==> src/rtl/window_comp_invoke_fsm1.sv <==
// Level-1 invoke controller for the window computation actor.
// Holds the CFDF mode, decides fireability from FIFO counts, issues a
// one-cycle start plus mode to the level-2 firing FSM, waits for its done,
// advances the mode and guards the wait with a sticky watchdog.
module window_comp_invoke_fsm1 #(
  parameter int size        = 3,
  parameter int buffer_size = 8,
  parameter int timeout     = 64,
  // Codebase log2 rounds up and yields 1 for an argument of 1.
  localparam int cw = ((buffer_size <= 1) ? 1 : $clog2(buffer_size)) + 1
) (
  input  logic          clk,
  input  logic          rst,
  input  logic          invoke,
  input  logic [cw-1:0] pop_in_data,
  input  logic [cw-1:0] free_space_out,
  input  logic          done_in_child,
  output logic          enable,
  output logic          start_out,
  output logic [1:0]    next_mode_out,
  output logic          invoke_done,
  output logic          invoke_reject,
  output logic          busy,
  output logic          error
);

  localparam int cnt_w = (timeout <= 2) ? 1 : $clog2(timeout);
  localparam logic [cnt_w-1:0] count_last = cnt_w'(timeout - 1);
  localparam logic [cw-1:0]    size_cnt   = cw'(size);

  typedef enum logic [2:0] {
    STATE_IDLE       = 3'd0,
    STATE_FIRE_START = 3'd1,
    STATE_FIRE_WAIT  = 3'd2,
    STATE_END        = 3'd3
  } state_t;

  typedef enum logic [1:0] {
    MODE_SETUP_COMP = 2'b00,
    MODE_COMP       = 2'b01,
    MODE_OUTPUT     = 2'b10
  } mode_t;

  state_t           state, state_nxt;
  mode_t            mode, mode_nxt;
  logic [cnt_w-1:0] count, count_nxt;
  logic             error_nxt;
  logic             fireable;
  logic             reject_req;

  // Enable condition of the current mode; a tripped watchdog blocks all firing.
  always_comb begin
    fireable = 1'b0;
    case (mode)
      MODE_SETUP_COMP: fireable = (pop_in_data >= size_cnt);
      MODE_COMP:       fireable = 1'b1;
      default:         fireable = (free_space_out != '0);
    endcase
    enable = !error && fireable;
  end

  assign next_mode_out = mode;
  assign busy          = (state != STATE_IDLE);
  // Reject is a Mealy output; hold it low while reset is asserted.
  assign invoke_reject = reject_req && rst;

  // State, mode, watchdog counter and sticky error register.
  always_ff @(posedge clk or negedge rst) begin
    if (!rst) begin
      state <= STATE_IDLE;
      mode  <= MODE_SETUP_COMP;
      count <= '0;
      error <= 1'b0;
    end else begin
      state <= state_nxt;
      mode  <= mode_nxt;
      count <= count_nxt;
      error <= error_nxt;
    end
  end

  // Next-state, mode advance, watchdog and handshake outputs.
  always_comb begin
    state_nxt   = state;
    mode_nxt    = mode;
    count_nxt   = count;
    error_nxt   = error;
    start_out   = 1'b0;
    invoke_done = 1'b0;
    reject_req  = 1'b0;
    case (state)
      STATE_IDLE: begin
        if (invoke) begin
          if (enable) state_nxt  = STATE_FIRE_START;
          else        reject_req = 1'b1;
        end
      end
      STATE_FIRE_START: begin
        start_out = 1'b1;
        count_nxt = '0;
        state_nxt = STATE_FIRE_WAIT;
      end
      STATE_FIRE_WAIT: begin
        // Done takes priority over a watchdog expiry in the same cycle.
        if (done_in_child) begin
          state_nxt = STATE_END;
          case (mode)
            MODE_SETUP_COMP: mode_nxt = MODE_COMP;
            MODE_COMP:       mode_nxt = MODE_OUTPUT;
            default:         mode_nxt = MODE_SETUP_COMP;
          endcase
        end else if (count == count_last) begin
          state_nxt = STATE_IDLE;
          error_nxt = 1'b1;
        end else begin
          count_nxt = count + 1'b1;
        end
      end
      STATE_END: begin
        invoke_done = 1'b1;
        state_nxt   = STATE_IDLE;
      end
      default: state_nxt = STATE_IDLE;
    endcase
  end

endmodule

==> config.mk <==
export PLATFORM = sky130hd
export DESIGN_NAME = window_comp_invoke_fsm1
export DESIGN_NICKNAME = d
export VERILOG_FILES = /design/src/rtl/window_comp_invoke_fsm1.sv
export SDC_FILE = /design/constraint.sdc
export NUM_CORES = 1
export LEC_CHECK = 0
export BUFFER_PORTS_ARGS = -buffer_cell sky130_fd_sc_hd__buf_2
export CORE_MARGIN = 2
export CORE_UTILIZATION = 30
export DETAILED_ROUTE_END_ITERATION = 10
export GPL_TIMING_DRIVEN = 0
export PLACE_DENSITY_LB_ADDON = 0.1
export REMOVE_ABC_BUFFERS = 1
export SYNTH_ARGS = -nofsm -noshare
export SYNTH_HDL_FRONTEND = slang
export SYNTH_SLANG_ARGS = --single-unit
export TNS_END_PERCENT = 100
==> constraint.sdc <==
create_clock -name clk -period 3.1 [get_ports clk]
set_clock_uncertainty 0.15 [all_clocks]
set_input_delay 0.62 -clock clk [delete_from_list [all_inputs] [get_ports clk]]
set_output_delay 0.62 -clock clk [all_outputs]
set_load 0.01 [all_outputs]
# Yosys cells after proc, flatten, opt, wreduce, memory -nomap -nowiden
# Index checks and enable logic that the tools add are counted.
word_totals:
  register_bits: 12
  latchBits: 0
  ram_bits: 0
  romBits: 0
  output_inout_bits: 8
  word_cells: 44
  memories: 0
classes:
  addsub: 1
  multipliers: 0
  div_mod_pow: 0
  order_cmp: 1
  n_eq_ne: 10
  shift: 0
  n_mux: 15
  bitwise_logic: 1
  n_reduce_logical: 12
ops:
  columns: ["op", "n"]
  rows:
  - ["$mux W3", 4]
  - ["$mux W6", 2]
  - ["$pmux W6 S2", 1]
  - ["$pmux W3 S3", 1]
  - ["$reduce_and A3 Y1", 3]
  - ["$ne A2 B2 Y1 const B", 4]
  - ["$add A6 B1 Y6 const B", 1]
  - ["$eq A3 B2 Y1 const B", 2]
  - ["$eq A6 B6 Y1 const B", 1]
  - ["$mux W1", 5]
  - ["$ge A4 B2 Y1 const B", 1]
  - ["$pmux W2 S2", 1]
  - ["$reduce_bool A4 Y1", 1]
  - ["$eq A3 B1 Y1 const B", 1]
  - ["$logic_not A3 Y1", 1]
  - ["$ne A3 B3 Y1 const B", 1]
  - ["$reduce_bool A3 Y1", 1]
  - ["$eq A2 B1 Y1 const B", 1]
  - ["$logic_and A1 B1 Y1", 2]
  - ["$logic_not A2 Y1", 1]
  - ["$pmux W1 S2", 1]
  - ["$reduce_and A2 Y1", 1]
  - ["$reduce_bool A2 Y1", 1]
  - ["$logic_not A1 Y1", 1]
  - ["$not A1 Y1", 1]

# Depth between registers and ports, before layout
depth:
  ltp_word: 7
  mapped_depth: 4
  mapped_depth_nobuf: 4

# Least setup slack after synthesis
# OpenSTA, ideal clock, no wires.
synth_path:
  path_kind: "in2out"
  from: "input port free_space_out[1]"
  to: "output port invoke_reject"
  t_arrival_ns: 1.344
  required_ns: 2.330
  path_slack_ns: 0.986
  path_stages: 3
  cell_sequence: "nor4_1 -> a221oi_1 -> nor2_1"
synth_between:
  elab_chain_len: 7
synth_lines:
  columns: ["item", "line", "rtl"]
  rows:
  - ["from (decl)", "16", "input logic [cw-1:0] free_space_out,"]
  - ["$reduce_bool A4 Y1", "57", "default: fireable = (free_space_out != '0);"]
  - ["$pmux W1 S2", "54", "case (mode)"]
  - ["$logic_and A1 B1 Y1", "59", "enable = !error && fireable;"]
  - ["net enable", "18", "output logic enable,"]
  - ["$mux W1", "94", "if (enable) state_nxt = STATE_FIRE_START;"]
  - ["$mux W1", "93", "if (invoke) begin"]
  - ["$mux W1", "91", "case (state)"]
  - ["$logic_and A1 B1 Y1", "65", "assign invoke_reject = reject_req && rst;"]
  - ["to (decl)", "22", "output logic invoke_reject,"]
# The timed path passes the listed nets, and every way through them passes these cells.

# Final worst setup path
layout_path:
  from: "register mode[1], in the netlist next_mode_out[1]"
  to: "output port invoke_reject"
layout_between:
  elab_chain_len: 7
  word_cells_on_any_way: 8
  cone_classes: "eq/ne (1); mux (4); reduce/logical (3)"
layout_lines:
  columns: ["item", "line", "rtl"]
  rows:
  - ["from (decl)", "45", "mode_t mode, mode_nxt;"]
  - ["from (signal assigned)", "76", "mode <= mode_nxt;"]
  - ["$eq A2 B1 Y1 or $logic_not A2 Y1 (tied branches)", "54", null]
  - ["$pmux W1 S2 *", "54", null]
  - ["$logic_and A1 B1 Y1 *", "59", null]
  - ["$mux W1 *", "94", null]
  - ["$mux W1 *", "93", null]
  - ["$mux W1 *", "91", null]
  - ["$logic_and A1 B1 Y1 *", "65", null]
# Every way passes the cells marked *; elsewhere a longest branch is shown, timed or not.

==> flow_metrics.env <==
export IMPL_clock_path_buffers=2
export IMPL_drc=0
export IMPL_synth_edf_count=0
export IMPL_routed_wl_mm=1.59
export IMPL_m1WireLength_um=813
export IMPL_final_core_util_pct=37.4
export IMPL_htree_levels=1
export IMPL_reg2reg_setup_slack_ns=1.40
export IMPL_synthTopCellsByArea="dfrtp_1, nand2_1, inv_1"
export IMPL_die_area_mm2=0.00265
export IMPL_areaGrowthSynthToFinish_pct=19.8
export IMPL_vias=629
export IMPL_drtAntennaViolNets=0
export IMPL_dp_hpwl_mm=1.19
export IMPL_p_per_area_mw_per_mm2=715
export IMPL_die_h_um=51.5
export IMPL_cp_start_kind="flop"
export IMPL_placed_cell_area_um2=783
export IMPL_ios=20
export IMPL_place_gp_congestion=0.716
export IMPL_firstDrtPassIters=4
export IMPL_clock_sinks=11
export IMPL_yosysTopAreaCell="dfrtp_1"
export IMPL_synth_top_area_share_pct=40.7
export IMPL_maxSlewViolCount=0
export IMPL_path_clk_slew_ns=0.09
export IMPL_tightest_slew_ns=0.363
export IMPL_dpl_worst_slack_ns=0.843
export IMPL_fill_cells=245
export IMPL_dr_first_iter_drc_count=3
export IMPL_synth_distinct_cells=32
export IMPL_grt_max_degree=13
export IMPL_cts_resized=0
export IMPL_min_period_over_period_pct=75.0
export IMPL_cts_made_buffers=3
export IMPL_detailroute_wirelength_met3_um=79
export IMPL_crit_arrival_ns=1.55
export IMPL_finalNetCount=111
export IMPL_crit_chain="nor4_1 > a221oi_1 > nor2_1 > buf_2"
export IMPL_final_hold_viol_count=0
export IMPL_maxCapViolCount=0
export IMPL_hold_path_class="primary input to asynchronous set/reset pin"
export IMPL_outcome="finished, final reports clean"
export IMPL_gr_total_overflow=0
export IMPL_whs_ns=0.0501
export IMPL_critPathTopFamily="simple AND/OR/NAND/NOR gates"
export IMPL_drive_gt1_share_pct=24.7
export IMPL_synth_ff_latch_count=11
export IMPL_crit_type="flop to output port"
export IMPL_placement_io_buffers=19
export IMPL_synth_cells=77
export IMPL_grt_pass1_vias=596
export IMPL_initial_utilization_pct=31.2
export IMPL_worst_slack_ns=0.776
export IMPL_clock_latency_ns=0.29
export IMPL_vias_per_cell=5.03
export IMPL_tns_ns=0
export IMPL_vdd_drop_max_uv=308
export IMPL_leakage_nw=0.373
export IMPL_ctsRootBufferMaster="clkbuf_4"
export IMPL_grt_pass1_wl_mm=2.76
export IMPL_topRoutingLayerUsed="met4"
export IMPL_core_area_mm2=0.00217
export IMPL_fin_area_um2=811
export IMPL_die_w_um=51.5
export IMPL_diodes=0
export IMPL_avgSynthCellArea_um2=8.79
export IMPL_setup_viol=0
export IMPL_ys_async_sr_fraction_pct=100
export IMPL_seq_area_um2=275
export IMPL_cts_tree="built"
export IMPL_grt_usage_pct=14.6
export IMPL_crit_required_ns=2.33
export IMPL_path_buf_inv=1
export IMPL_cp_slowest_cell="dfrtp_1"
export IMPL_wire_per_inst_um=12.7
export IMPL_synthFlopType="dfrtp_1"
export IMPL_cts_hold_buf=0
export IMPL_multi_input_area_um2=348
export IMPL_synth_warnings=0
export IMPL_synth_area_um2=677
export IMPL_setup_worst_path_end_class="output port"
export IMPL_wl_met2_um=667
export IMPL_cp_max_fo=7
export IMPL_rows=17
export IMPL_rsz0062_at_grt="false"
export IMPL_max_freq_mhz=430
export IMPL_final_min_clock_period_ns=2.32
export IMPL_max_slew_margin_rel_pct=75.6
export IMPL_critical_path_max_stage_delay_ns=0.45
export IMPL_synth_common_cells="dfrtp_1, nand2_1, inv_1"
export IMPL_post_cts_buffers=0
export IMPL_ys_seq_area_share_pct=40.7
export IMPL_antenna_found_initial=0
## worst paths after layout
check,depth (start not counted),endpoint,startpoint
max in group asynchronous,1,count[3],rst
min in group clk,1,error,error
worst min-delay path,1,count[4],rst
worst max register to register,4,count[1],count[0]
worst max-delay path,4,invoke_reject,next_mode_out[1]
worst min register to register,1,error,error
## cell families (layout without fill, tap and decap cells)
family	count (synthesis)	in the layout	synth area share, %
multiplexers	1	1	1.48
buffers and inverters	11	31	7.95
AO/OA/AOI/OAI	19	19	20.0
flip-flops	11	11	40.7
adder cells (fa/ha/maj)	1	1	1.85
AND/OR/NAND/NOR	34	34	28.1
## per-stage QoR
stage	cells	power (mW)
global route	125	0.637
floorplan	74	0.390
global placement	121	0.474
CTS	125	0.589
finish	125	0.580
detailed placement	121	0.478
## cell type report
class | instances | area share (%)
Clock buffer | 3 | 2.78
Clock inverter | 1 | 0.617
Inverter | 8 | 3.70
Multi-Input combinational cell | 55 | 42.9
Sequential cell | 11 | 34.0
Tap cell | 28 | 4.32
Timing Repair Buffer | 19 | 11.7
## metal layers
metal,track usage [%],vias to the layer above
met1,18.4,280
met4,9.21,0
met2,22.2,24
met3,3.45,4
met5,0,-
li1,-,321
## sequential cells by signal, summed over array words and instances, names as in the netlist
signal / count
next_mode_out: 2
count: 6
error: 1
state: 2
## report_power, final
group | leakage, nW | switching, mW | internal (mW)
Clock | 0.0177 | 0.0601 | 0.0479
Sequential | 0.146 | 0.0668 | 0.181
Combinational | 0.209 | 0.119 | 0.105
Total | 0.373 | 0.246 | 0.334
## layout by cell type (no fill, tap or decap), types with 2 or more instances in the layout
cell type / netlist / routed
a21oi_1: 3 / 3
a31oi_1: 3 / 3
nand2b_1: 2 / 2
o221ai_1: 2 / 2
nand3b_1: 2 / 2
clkbuf_4: 0 / 3
nor3_1: 2 / 2
nor2_1: 5 / 5
a21o_1: 2 / 2
o21ai_0: 2 / 2
inv_1: 8 / 8
dfrtp_1: 11 / 11
buf_2: 1 / 19
and2_1: 2 / 2
nand2_1: 11 / 11
nor4_1: 3 / 3
a311oi_1: 2 / 2
Power figures use the tool's default switching activity.
